--- src/rtl/control_decode_queue.sv ---
// Decoding instruction queue: decodes RV32I instructions at the input, stores them in a small FIFO,
// and presents the oldest entry at the head. Optional macro RV32M_EN adds M-extension (mdu_en/mdu_op).
module control_decode_queue #(
  parameter int unsigned DEPTH = 4,
  parameter int unsigned PC_W  = 32,
  localparam int unsigned PTR_W = $clog2(DEPTH),
  localparam int unsigned CNT_W = $clog2(DEPTH) + 1
) (
  input  logic             clk,
  input  logic             rst,
  input  logic             in_valid,
  output logic             in_ready,
  input  logic [31:0]      instr,
  input  logic [PC_W-1:0]  in_pc,
  output logic             out_valid,
  input  logic             out_ready,
  input  logic             flush,
  output logic             reg_write,
  output logic             mem_en,
  output logic             l,
  output logic             sb,
  output logic             uj,
  output logic             jalr_i,
  output logic             u_aui,
  output logic             u_lui,
  output logic             operand_a,
  output logic             operand_b,
  output logic [1:0]       mem_reg,
  output logic [2:0]       imm_sel,
  output logic [3:0]       alu_control,
  output logic [2:0]       func3,
  output logic [4:0]       rd,
  output logic [4:0]       rs1,
  output logic [4:0]       rs2,
  output logic             illegal,
  output logic [PC_W-1:0]  out_pc,
`ifdef RV32M_EN
  output logic             mdu_en,
  output logic [2:0]       mdu_op,
`endif
  output logic [CNT_W-1:0] count,
  output logic [15:0]      illegal_cnt
);

  if (DEPTH < 2 || DEPTH > 16 || (DEPTH & (DEPTH - 1)) != 0) begin : g_bad_depth
    $error("DEPTH must be a power of two in 2..16");
  end

  localparam logic [6:0] OP_R     = 7'b0110011;
  localparam logic [6:0] OP_I     = 7'b0010011;
  localparam logic [6:0] OP_LOAD  = 7'b0000011;
  localparam logic [6:0] OP_STORE = 7'b0100011;
  localparam logic [6:0] OP_BR    = 7'b1100011;
  localparam logic [6:0] OP_JAL   = 7'b1101111;
  localparam logic [6:0] OP_JALR  = 7'b1100111;
  localparam logic [6:0] OP_AUIPC = 7'b0010111;
  localparam logic [6:0] OP_LUI   = 7'b0110111;

  typedef struct packed {
    logic            reg_write;
    logic            mem_en;
    logic            l;
    logic            sb;
    logic            uj;
    logic            jalr_i;
    logic            u_aui;
    logic            u_lui;
    logic            operand_a;
    logic            operand_b;
    logic [1:0]      mem_reg;
    logic [2:0]      imm_sel;
    logic [3:0]      alu_control;
    logic [2:0]      func3;
    logic [4:0]      rd;
    logic [4:0]      rs1;
    logic [4:0]      rs2;
    logic            illegal;
`ifdef RV32M_EN
    logic            mdu_en;
    logic [2:0]      mdu_op;
`endif
    logic [PC_W-1:0] pc;
  } entry_t;

  logic [6:0] opc;
  logic [6:0] f7;
  logic [2:0] f3;
  logic [3:0] alu_f;
  logic       bad;
  entry_t     dec_raw;
  entry_t     dec;

  assign opc = instr[6:0];
  assign f3  = instr[14:12];
  assign f7  = instr[31:25];

  // ALU op implied by func3 alone (add/srl variants; sub/sra chosen by funct7)
  always_comb begin
    alu_f = 4'b0000;
    case (f3)
      3'b000:  alu_f = 4'b0000;
      3'b001:  alu_f = 4'b0010;
      3'b010:  alu_f = 4'b0011;
      3'b011:  alu_f = 4'b0100;
      3'b100:  alu_f = 4'b0101;
      3'b101:  alu_f = 4'b0110;
      3'b110:  alu_f = 4'b1000;
      default: alu_f = 4'b1001;
    endcase
  end

  always_comb begin
    dec_raw       = '0;
    dec_raw.func3 = f3;
    dec_raw.rd    = instr[11:7];
    dec_raw.rs1   = instr[19:15];
    dec_raw.rs2   = instr[24:20];
    dec_raw.pc    = in_pc;
    bad           = (instr[1:0] != 2'b11);
    case (opc)
      OP_R: begin
        dec_raw.reg_write = 1'b1;
        case (f7)
          7'b0000000: dec_raw.alu_control = alu_f;
          7'b0100000: begin
            if (f3 == 3'b000)      dec_raw.alu_control = 4'b0001;
            else if (f3 == 3'b101) dec_raw.alu_control = 4'b0111;
            else                   bad = 1'b1;
          end
`ifdef RV32M_EN
          7'b0000001: begin
            dec_raw.mdu_en = 1'b1;
            dec_raw.mdu_op = f3;
          end
`endif
          default: bad = 1'b1;
        endcase
      end
      OP_I: begin
        dec_raw.reg_write   = 1'b1;
        dec_raw.operand_b   = 1'b1;
        dec_raw.alu_control = alu_f;
        if (f3 == 3'b001 && f7 != 7'b0000000) bad = 1'b1;
        if (f3 == 3'b101) begin
          if (f7 == 7'b0100000)      dec_raw.alu_control = 4'b0111;
          else if (f7 != 7'b0000000) bad = 1'b1;
        end
      end
      OP_LOAD: begin
        dec_raw.reg_write = 1'b1;
        dec_raw.l         = 1'b1;
        dec_raw.operand_b = 1'b1;
        dec_raw.mem_reg   = 2'b01;
        if (f3 == 3'b011 || f3 == 3'b110 || f3 == 3'b111) bad = 1'b1;
      end
      OP_STORE: begin
        dec_raw.mem_en    = 1'b1;
        dec_raw.operand_b = 1'b1;
        dec_raw.imm_sel   = 3'b001;
        if (f3 > 3'b010) bad = 1'b1;
      end
      OP_BR: begin
        dec_raw.sb        = 1'b1;
        dec_raw.operand_a = 1'b1;
        dec_raw.operand_b = 1'b1;
        dec_raw.imm_sel   = 3'b010;
        if (f3 == 3'b010 || f3 == 3'b011) bad = 1'b1;
      end
      OP_JAL: begin
        dec_raw.reg_write = 1'b1;
        dec_raw.uj        = 1'b1;
        dec_raw.operand_a = 1'b1;
        dec_raw.operand_b = 1'b1;
        dec_raw.imm_sel   = 3'b011;
        dec_raw.mem_reg   = 2'b10;
      end
      OP_JALR: begin
        dec_raw.reg_write = 1'b1;
        dec_raw.jalr_i    = 1'b1;
        dec_raw.operand_b = 1'b1;
        if (f3 != 3'b000) bad = 1'b1;
      end
      OP_AUIPC: begin
        dec_raw.reg_write = 1'b1;
        dec_raw.u_aui     = 1'b1;
        dec_raw.operand_a = 1'b1;
        dec_raw.operand_b = 1'b1;
        dec_raw.imm_sel   = 3'b100;
      end
      OP_LUI: begin
        dec_raw.reg_write   = 1'b1;
        dec_raw.u_lui       = 1'b1;
        dec_raw.operand_b   = 1'b1;
        dec_raw.imm_sel     = 3'b100;
        dec_raw.alu_control = 4'b1010;
      end
      default: bad = 1'b1;
    endcase
  end

  // Illegal entries carry only their register fields and pc; all control is squashed
  always_comb begin
    dec = dec_raw;
    if (bad) begin
      dec         = '0;
      dec.func3   = dec_raw.func3;
      dec.rd      = dec_raw.rd;
      dec.rs1     = dec_raw.rs1;
      dec.rs2     = dec_raw.rs2;
      dec.pc      = dec_raw.pc;
      dec.illegal = 1'b1;
    end
  end

  entry_t             mem_q [DEPTH];
  logic [PTR_W-1:0]   wr_ptr_q, wr_ptr_d;
  logic [PTR_W-1:0]   rd_ptr_q, rd_ptr_d;
  logic [CNT_W-1:0]   count_q, count_d;
  logic [15:0]        ill_cnt_q, ill_cnt_d;
  logic               in_ready_q;
  logic               out_valid_q;
  logic               push;
  logic               pop;

  assign push = in_valid && in_ready_q;
  assign pop  = out_valid_q && out_ready;

  always_comb begin
    wr_ptr_d  = wr_ptr_q;
    rd_ptr_d  = rd_ptr_q;
    count_d   = count_q;
    ill_cnt_d = ill_cnt_q;
    if (flush) begin
      wr_ptr_d = '0;
      rd_ptr_d = '0;
      count_d  = '0;
    end else begin
      if (push) wr_ptr_d = wr_ptr_q + PTR_W'(1);
      if (pop)  rd_ptr_d = rd_ptr_q + PTR_W'(1);
      count_d = count_q + CNT_W'(push) - CNT_W'(pop);
      if (push && dec.illegal && ill_cnt_q != 16'hFFFF) ill_cnt_d = ill_cnt_q + 16'd1;
    end
  end

  // Ready/valid are registered copies of the next occupancy so neither depends on out_ready
  always_ff @(posedge clk) begin
    if (!rst) begin
      wr_ptr_q    <= '0;
      rd_ptr_q    <= '0;
      count_q     <= '0;
      ill_cnt_q   <= '0;
      in_ready_q  <= 1'b0;
      out_valid_q <= 1'b0;
    end else begin
      wr_ptr_q    <= wr_ptr_d;
      rd_ptr_q    <= rd_ptr_d;
      count_q     <= count_d;
      ill_cnt_q   <= ill_cnt_d;
      in_ready_q  <= (count_d != CNT_W'(DEPTH));
      out_valid_q <= (count_d != '0);
    end
  end

  always_ff @(posedge clk) begin
    if (push && !flush) mem_q[wr_ptr_q] <= dec;
  end

  entry_t head;
  assign head = mem_q[rd_ptr_q];

  assign in_ready    = in_ready_q;
  assign out_valid   = out_valid_q;
  assign count       = count_q;
  assign illegal_cnt = ill_cnt_q;
  assign reg_write   = head.reg_write;
  assign mem_en      = head.mem_en;
  assign l           = head.l;
  assign sb          = head.sb;
  assign uj          = head.uj;
  assign jalr_i      = head.jalr_i;
  assign u_aui       = head.u_aui;
  assign u_lui       = head.u_lui;
  assign operand_a   = head.operand_a;
  assign operand_b   = head.operand_b;
  assign mem_reg     = head.mem_reg;
  assign imm_sel     = head.imm_sel;
  assign alu_control = head.alu_control;
  assign func3       = head.func3;
  assign rd          = head.rd;
  assign rs1         = head.rs1;
  assign rs2         = head.rs2;
  assign illegal     = head.illegal;
  assign out_pc      = head.pc;
`ifdef RV32M_EN
  assign mdu_en      = head.mdu_en;
  assign mdu_op      = head.mdu_op;
`endif

endmodule

--- config.mk ---
export PLATFORM = sky130hd
export DESIGN_NAME = control_decode_queue
export DESIGN_NICKNAME = d
export VERILOG_FILES = /design/src/rtl/control_decode_queue.sv
export SDC_FILE = /design/constraint.sdc
export NUM_CORES = 1
export LEC_CHECK = 0
export ABC_AREA = 1
export BUFFER_PORTS_ARGS = -buffer_cell sky130_fd_sc_hd__buf_4
export CORE_MARGIN = 1.5
export CORE_UTILIZATION = 60
export CTS_BUF_LIST = sky130_fd_sc_hd__clkbuf_16
export DETAILED_ROUTE_END_ITERATION = 10
export PLACE_DENSITY = 0.92
export SKIP_LAST_GASP = 1
export SYNTH_ARGS = -nofsm -noshare
export SYNTH_HDL_FRONTEND = slang
export SYNTH_SLANG_ARGS = --single-unit
export TNS_END_PERCENT = 10
--- constraint.sdc ---
create_clock -name clk -period 10.6 [get_ports clk]
set_input_delay 1.59 -clock clk [delete_from_list [all_inputs] [get_ports clk]]
set_output_delay 1.59 -clock clk [all_outputs]
set_load 0.01 [all_outputs]
==> impl_metrics.ini, run 1 <==
[clock_tree]
ctsResizeCount = 0
cts_max_path_buffers = 3
cts-buffers-inserted = 29
root_buffer = clkbuf_16
cts_hold_buffers = 0
cts_sinks = 303
path_clk_slew_ps = 60
clkLatencyLatePin_ps = 530
h-tree-depth = 1
cts_tree = done
post_cts_buffers = 0

[global_routing]
antenna_found_initial = 0
overflow = 0
grtUsageTotal = 0.2426
grt_pass1_vias = 8016
grt_max_degree = 107
grt_pass1_wl_mm = 40.75

[placement]
place_congestion = 0.8437
hpwl_mm = 14.72
portBuffers = 159

[die]
dieArea_um2 = 21010
die_w_um = 144.9
die_h_um = 144.9
core_um2 = 19590
io_pins = 160
rows = 51
initial_utilization = 0.6171

[sta]
fin_tns_setup_ps = 0
min_period_ps = 4479
setup_viol_count_final = 0
worst_pin_slew_ps = 1060
hold_slack_ps = 474.3
finalHoldViolations = 0
clock-skew-final_ps = 10.07
fmax_mhz = 223.2
drv_slew = 0
rsz0062_at_grt = no
maxSlewHeadroom = 0.2935
post-route-period-util = 0.4226

[worst_setup_path]
reg2reg_from = in_ready
criticalPathCategory = reg -> out
slowest_stage = buf_4
crit_arrival_ps = 2890
critPathBufInv = 3
cp_common_cell = buf_4
max_stage_delay_ps = 820
path_depth = 5
required_ps = 9010
r2r-end = mem_q[1][50]
crit_end = mem_reg[1]
rrSetupSlack_ps = 8410
crit_family = buffers and inverters
reg2reg_depth = 5
endpoint_kind = output pin
cp_max_fo = 106
start_kind = register
crit_chain = inv_4 > buf_4 > o21ai_0 > o22ai_1 > buf_4

[final_layout]
layout-drive-gt1-share = 0.1905
fillerInstances = 1195
diodes = 0
fin_nets = 1210
final_util = 0.7336
area.growth.synth_to_final_pct = 18.88

[synthesis]
synth-edff-count = 276
syn_inst = 985
syn_nets = 1062
async_reset_ff_frac = 0
synth_area_um2 = 12090
yosys_warnings = 0
synth.avg_cell_area_um2 = 12.27
ys_seq_area_frac = 0.7303
synth.ff_latch_count = 303
synth_ff_type = edfxtp_1
synth.distinct_cells = 31

[pwr]
pwr-share-comb = 0.047
seq_power_share = 0.559
switchingPower_w = 0.0004774
p_per_area_nw_per_um2 = 163.8
power.leakage_nw = 5.323
clockPowerShare = 0.394
peakVddDrop_mv = 0.1111
p_int_w = 0.001877
swShare = 0.2028

[drt]
wl_per_cell_um = 18.12
totalWireLength_mm = 25.74
num_vias = 8238
drt_iter0_drc = 695
drtPass1Iterations = 5
ant_nets = 0
via_per_inst = 5.801
drc = 0

[hold_path]
hp-class = reg -> reg

[flow_run]
maxCapViolCount = 0

[outcome]
outcome = finished, final reports clean
worst min-delay path by stage:
stage	start	endpoint	slack (ps)	cells past startpoint
floorplan	rd_ptr_q[0]	register	440	1
global placement	rd_ptr_q[0]	rd_ptr_q[0]	460	1
detailed placement	rd_ptr_q[0]	rd_ptr_q[0]	460	1
CTS	rd_ptr_q[0]	rd_ptr_q[0]	480	1
global route	rd_ptr_q[0]	rd_ptr_q[0]	530	1
finish	rd_ptr_q[0]	rd_ptr_q[0]	470	1
power groups by stage:
stage / registers (W) / clock network [W] / logic [W]
after floorplan: 0.00134 / 0 / 0.0000487
after global placement: 0.00134 / 0 / 0.000106
after detailed placement: 0.00134 / 0 / 0.000110
after CTS: 0.00132 / 0.000941 / 0.000111
after global routing: 0.00132 / 0.000989 / 0.000121
final: 0.00132 / 0.000927 / 0.000111
metrics by stage:
stage / instance area [µm²] / total power, W / setup slack, ps / cells
final: 14370 / 0.002354 / 6121 / 1420
after global routing: 14370 / 0.002427 / 5903 / 1420
after CTS: 14370 / 0.002368 / 6132 / 1420
after detailed placement: 13510 / 0.001452 / 6756 / 1367
after global placement: 13510 / 0.001448 / 6825 / 1367
after floorplan: 12090 / 0.001391 / 5314 / 985
sequential cells by signal (all words and copies together) (netlist names), named ones only:
signal / cells
mem_q: 276
illegal_cnt: 16
count: 3
rd_ptr_q: 2
wr_ptr_q: 2
in_ready: 1
out_valid: 1
cell usage after synthesis, types with 2 or more instances:
library cell	number	area, µm²
a21oi_1	23	115.1
buf_2	2	10.01
buf_4	3	22.52
clkbuf_1	44	165.2
dfxtp_1	27	540.5
edfxtp_1	276	8288
ha_1	7	87.58
inv_1	50	187.7
nand2_1	63	236.5
nand2_2	4	25.02
nand3_1	37	185.2
nand4_1	4	25.02
nor2_1	186	698.2
nor3_1	11	55.05
o21ai_0	149	745.7
o22ai_1	69	431.7
xnor2_1	7	61.31
xor2_1	10	87.58
cells by family after synthesis:
kind of cell,Yosys count,synth area share
flops,303,0.7303
simple gates,308,0.1037
xor+xnor,17,0.01232
fa+ha+maj,8,0.008901
compound gates,247,0.1114
buf+inv,102,0.03343
final cells by class:
| type | instances | area [µm²] | share of cell area |
|---|---|---|---|
| Sequential cell | 303 | 8833 | 0.6147 |
| Multi-Input combinational cell | 580 | 2887 | 0.2009 |
| Inverter | 51 | 193.9 | 0.01349 |
| Tap cell | 265 | 331.6 | 0.02307 |
| Clock inverter | 24 | 138.9 | 0.009664 |
| Clock buffer | 29 | 725.7 | 0.05050 |
| Timing Repair Buffer | 168 | 1261 | 0.08776 |
metal layers:
layer	vias up	global-route usage	share of wire
li1	3856	-	-
met1	3894	0.3170	0.39
met2	418	0.4089	0.49
met3	70	0.04088	0.088
met4	0	0.09433	0.032
met5	-	0	0
worst register-to-register path: stages (launching register included):
cell     delay, ps
dfxtp_1        330
nand2_1        130
nor2_1         180
inv_1          200
nor2_4         110
buf_4          780
placed cells by master, fill, tap and decap left out, types with 4 or more instances in the layout:
cell type / instances
a21oi_1: 23
buf_4: 168
clkbuf_16: 29
clkinv_1: 8
dfxtp_1: 25
edfxtp_1: 276
ha_1: 7
inv_1: 57
nand2_1: 63
nand2_2: 4
nand3_1: 37
nand4_1: 4
nor2_1: 182
nor2_4: 5
nor3_1: 11
o21ai_0: 149
o22ai_1: 69
xnor2_1: 7
xor2_1: 10
Power figures use the tool's default switching activity.
==> run 2, diff against run 1 <==
Settings changed: CORE_UTILIZATION 60 to 57, PLACE_DENSITY 0.92 to 0.89.
Clock period 10.6 ns to 4.4 ns, I/O delays scaled along.
==> run 2 against run 1 <==
First-iteration DRC count fell by 6.3%. Clock-buffer cell count stayed put. Worst hold slack worse by 150 ps. Wire length grew 1.1%. Largest power group unchanged. Core utilization down 3.9 points.
==> impl_metrics.ini, run 2 (synthesis results as in run 1) <==
[global_routing]
grt_pass1_wl_mm = 40.92
grt_max_degree = 93
grt_pass1_vias = 8164
grtUsageTotal = 0.2361
antenna_found_initial = 0
overflow = 0

[final_layout]
fillerInstances = 1361
diodes = 0
layout-drive-gt1-share = 0.1988
final_common_cell = edfxtp_1
final_util = 0.6944
layout.area.seq_um2 = 8833
largest_reg_flops = 276
fin_nets = 1211
mostFrequentLayoutCells = edfxtp_1, nor2_1, buf_4
area.growth.synth_to_final_pct = 19.99
max_flop_register = mem_q
multi_input_area_um2 = 2887

[outcome]
outcome = finished, final reports clean

[die]
dieArea_um2 = 22090
core_um2 = 20890
io_pins = 160
die_h_um = 148.6
rows = 53
initial_utilization = 0.5787
die_w_um = 148.6

[sta]
rsz0062_at_grt = no
min_period_ps = 3519
fin_tns_setup_ps = 0
finalHoldViolations = 0
worst_pin_slew_ps = 1102
clock-skew-final_ps = 12.40
fmax_mhz = 284.2
worst_slack_ps = 880.8
post-route-period-util = 0.7998
maxSlewHeadroom = 0.2639
drv_slew = 0
hold_slack_ps = 326.4
setup_viol_count_final = 0

[drt]
drc = 0
num_vias = 8318
drtPass1Iterations = 5
ant_nets = 0
drt_iter0_drc = 651
totalWireLength_mm = 26.03
via_per_inst = 5.809
wl_per_cell_um = 18.17

[worst_setup_path]
cp_max_fo = 92
start_kind = register
crit_arrival_ps = 2860
reg2reg_depth = 5
criticalPathCategory = reg -> out
r2r-end = mem_q[3][39]
rrSetupSlack_ps = 2070
required_ps = 3740
crit_end = rs2[4]
endpoint_kind = output pin
reg2reg_from = in_ready

[clock_tree]
post_cts_buffers = 0
cts-buffers-inserted = 29
cts_sinks = 303
ctsResizeCount = 0
cts_max_path_buffers = 3
h-tree-depth = 1
cts_tree = done
root_buffer = clkbuf_16
path_clk_slew_ps = 60
cts_hold_buffers = 0
clkLatencyLatePin_ps = 530

[hold_path]
hp-start = instr[20]
hp-class = in -> reg

[pwr]
power.leakage_nw = 5.372
p_per_area_nw_per_um2 = 405.2
peakVddDrop_mv = 0.2820

[flow_run]
maxCapViolCount = 0

[placement]
dpl_worst_slack_ps = 1556
place_congestion = 0.8817
hpwl_mm = 15.59
portBuffers = 159
run 2: cell types whose count changed in the layout (fill, tap and decap cells not counted):
cell        delta
clkinv_4       -1
bufinv_16      +3
clkinv_1       -4
inv_1          -4
buf_4          -1
clkinv_2       +5
clkinvlp_4     -1
clkinvlp_2     +1
inv_8          -1
buf_12         +2
inv_6          +3
run 2: cell type report:
type | instances | share of cell area
sequential | 303 | 0.6090
clock buffer | 29 | 0.05003
clock inverter | 25 | 0.01570
inverter | 51 | 0.01337
tap | 275 | 0.02372
multi-input combinational | 580 | 0.1990
timing repair buffer | 169 | 0.08919
run 2: worst min-delay path by stage:
stage                               to  slack, ps  cells past startpoint
final                     mem_q[0][33]        330                      1
after global routing      mem_q[0][33]        290                      1
after CTS                 mem_q[0][33]        300                      1
after detailed placement   rd_ptr_q[0]        470                      1
after global placement     rd_ptr_q[0]        460                      1
after floorplan               register        440                      1
run 2: metal layers:
| layer | wire, µm | vias up | track usage | part of all wire |
|---|---|---|---|---|
| met3 | 2149 | 53 | 0.04939 | 0.083 |
| met2 | 13010 | 412 | 0.3984 | 0.50 |
| li1 | - | 3853 | - | - |
| met4 | 608 | 0 | 0.08515 | 0.023 |
| met5 | 0 | - | 0 | 0 |
| met1 | 10260 | 4000 | 0.3042 | 0.39 |
run 2: critical path, cell delays in order (launching register included):
cell     delay (ps)
dfxtp_4         640
buf_4           730
o21ai_0         330
o22ai_1         330
buf_4           180
run 2: where the power goes:
part	internal, W	switching, W	total [W]
Sequential	0.00316	0.0000120	0.00317
Combinational	0.000112	0.000159	0.000271
Clock	0.00144	0.000999	0.00244
Total	0.00471	0.00117	0.00588
run 2: through the flow:
| step | cells | power [W] | area [µm²] |
|---|---|---|---|
| 2_1_floorplan | 985 | 0.003351 | 12090 |
| 3_3_place_gp | 1378 | 0.003491 | 13550 |
| 3_5_place_dp | 1378 | 0.003502 | 13550 |
| 4_1_cts | 1432 | 0.005906 | 14510 |
| 5_1_grt | 1432 | 0.006056 | 14510 |
| 6_report | 1432 | 0.005878 | 14510 |
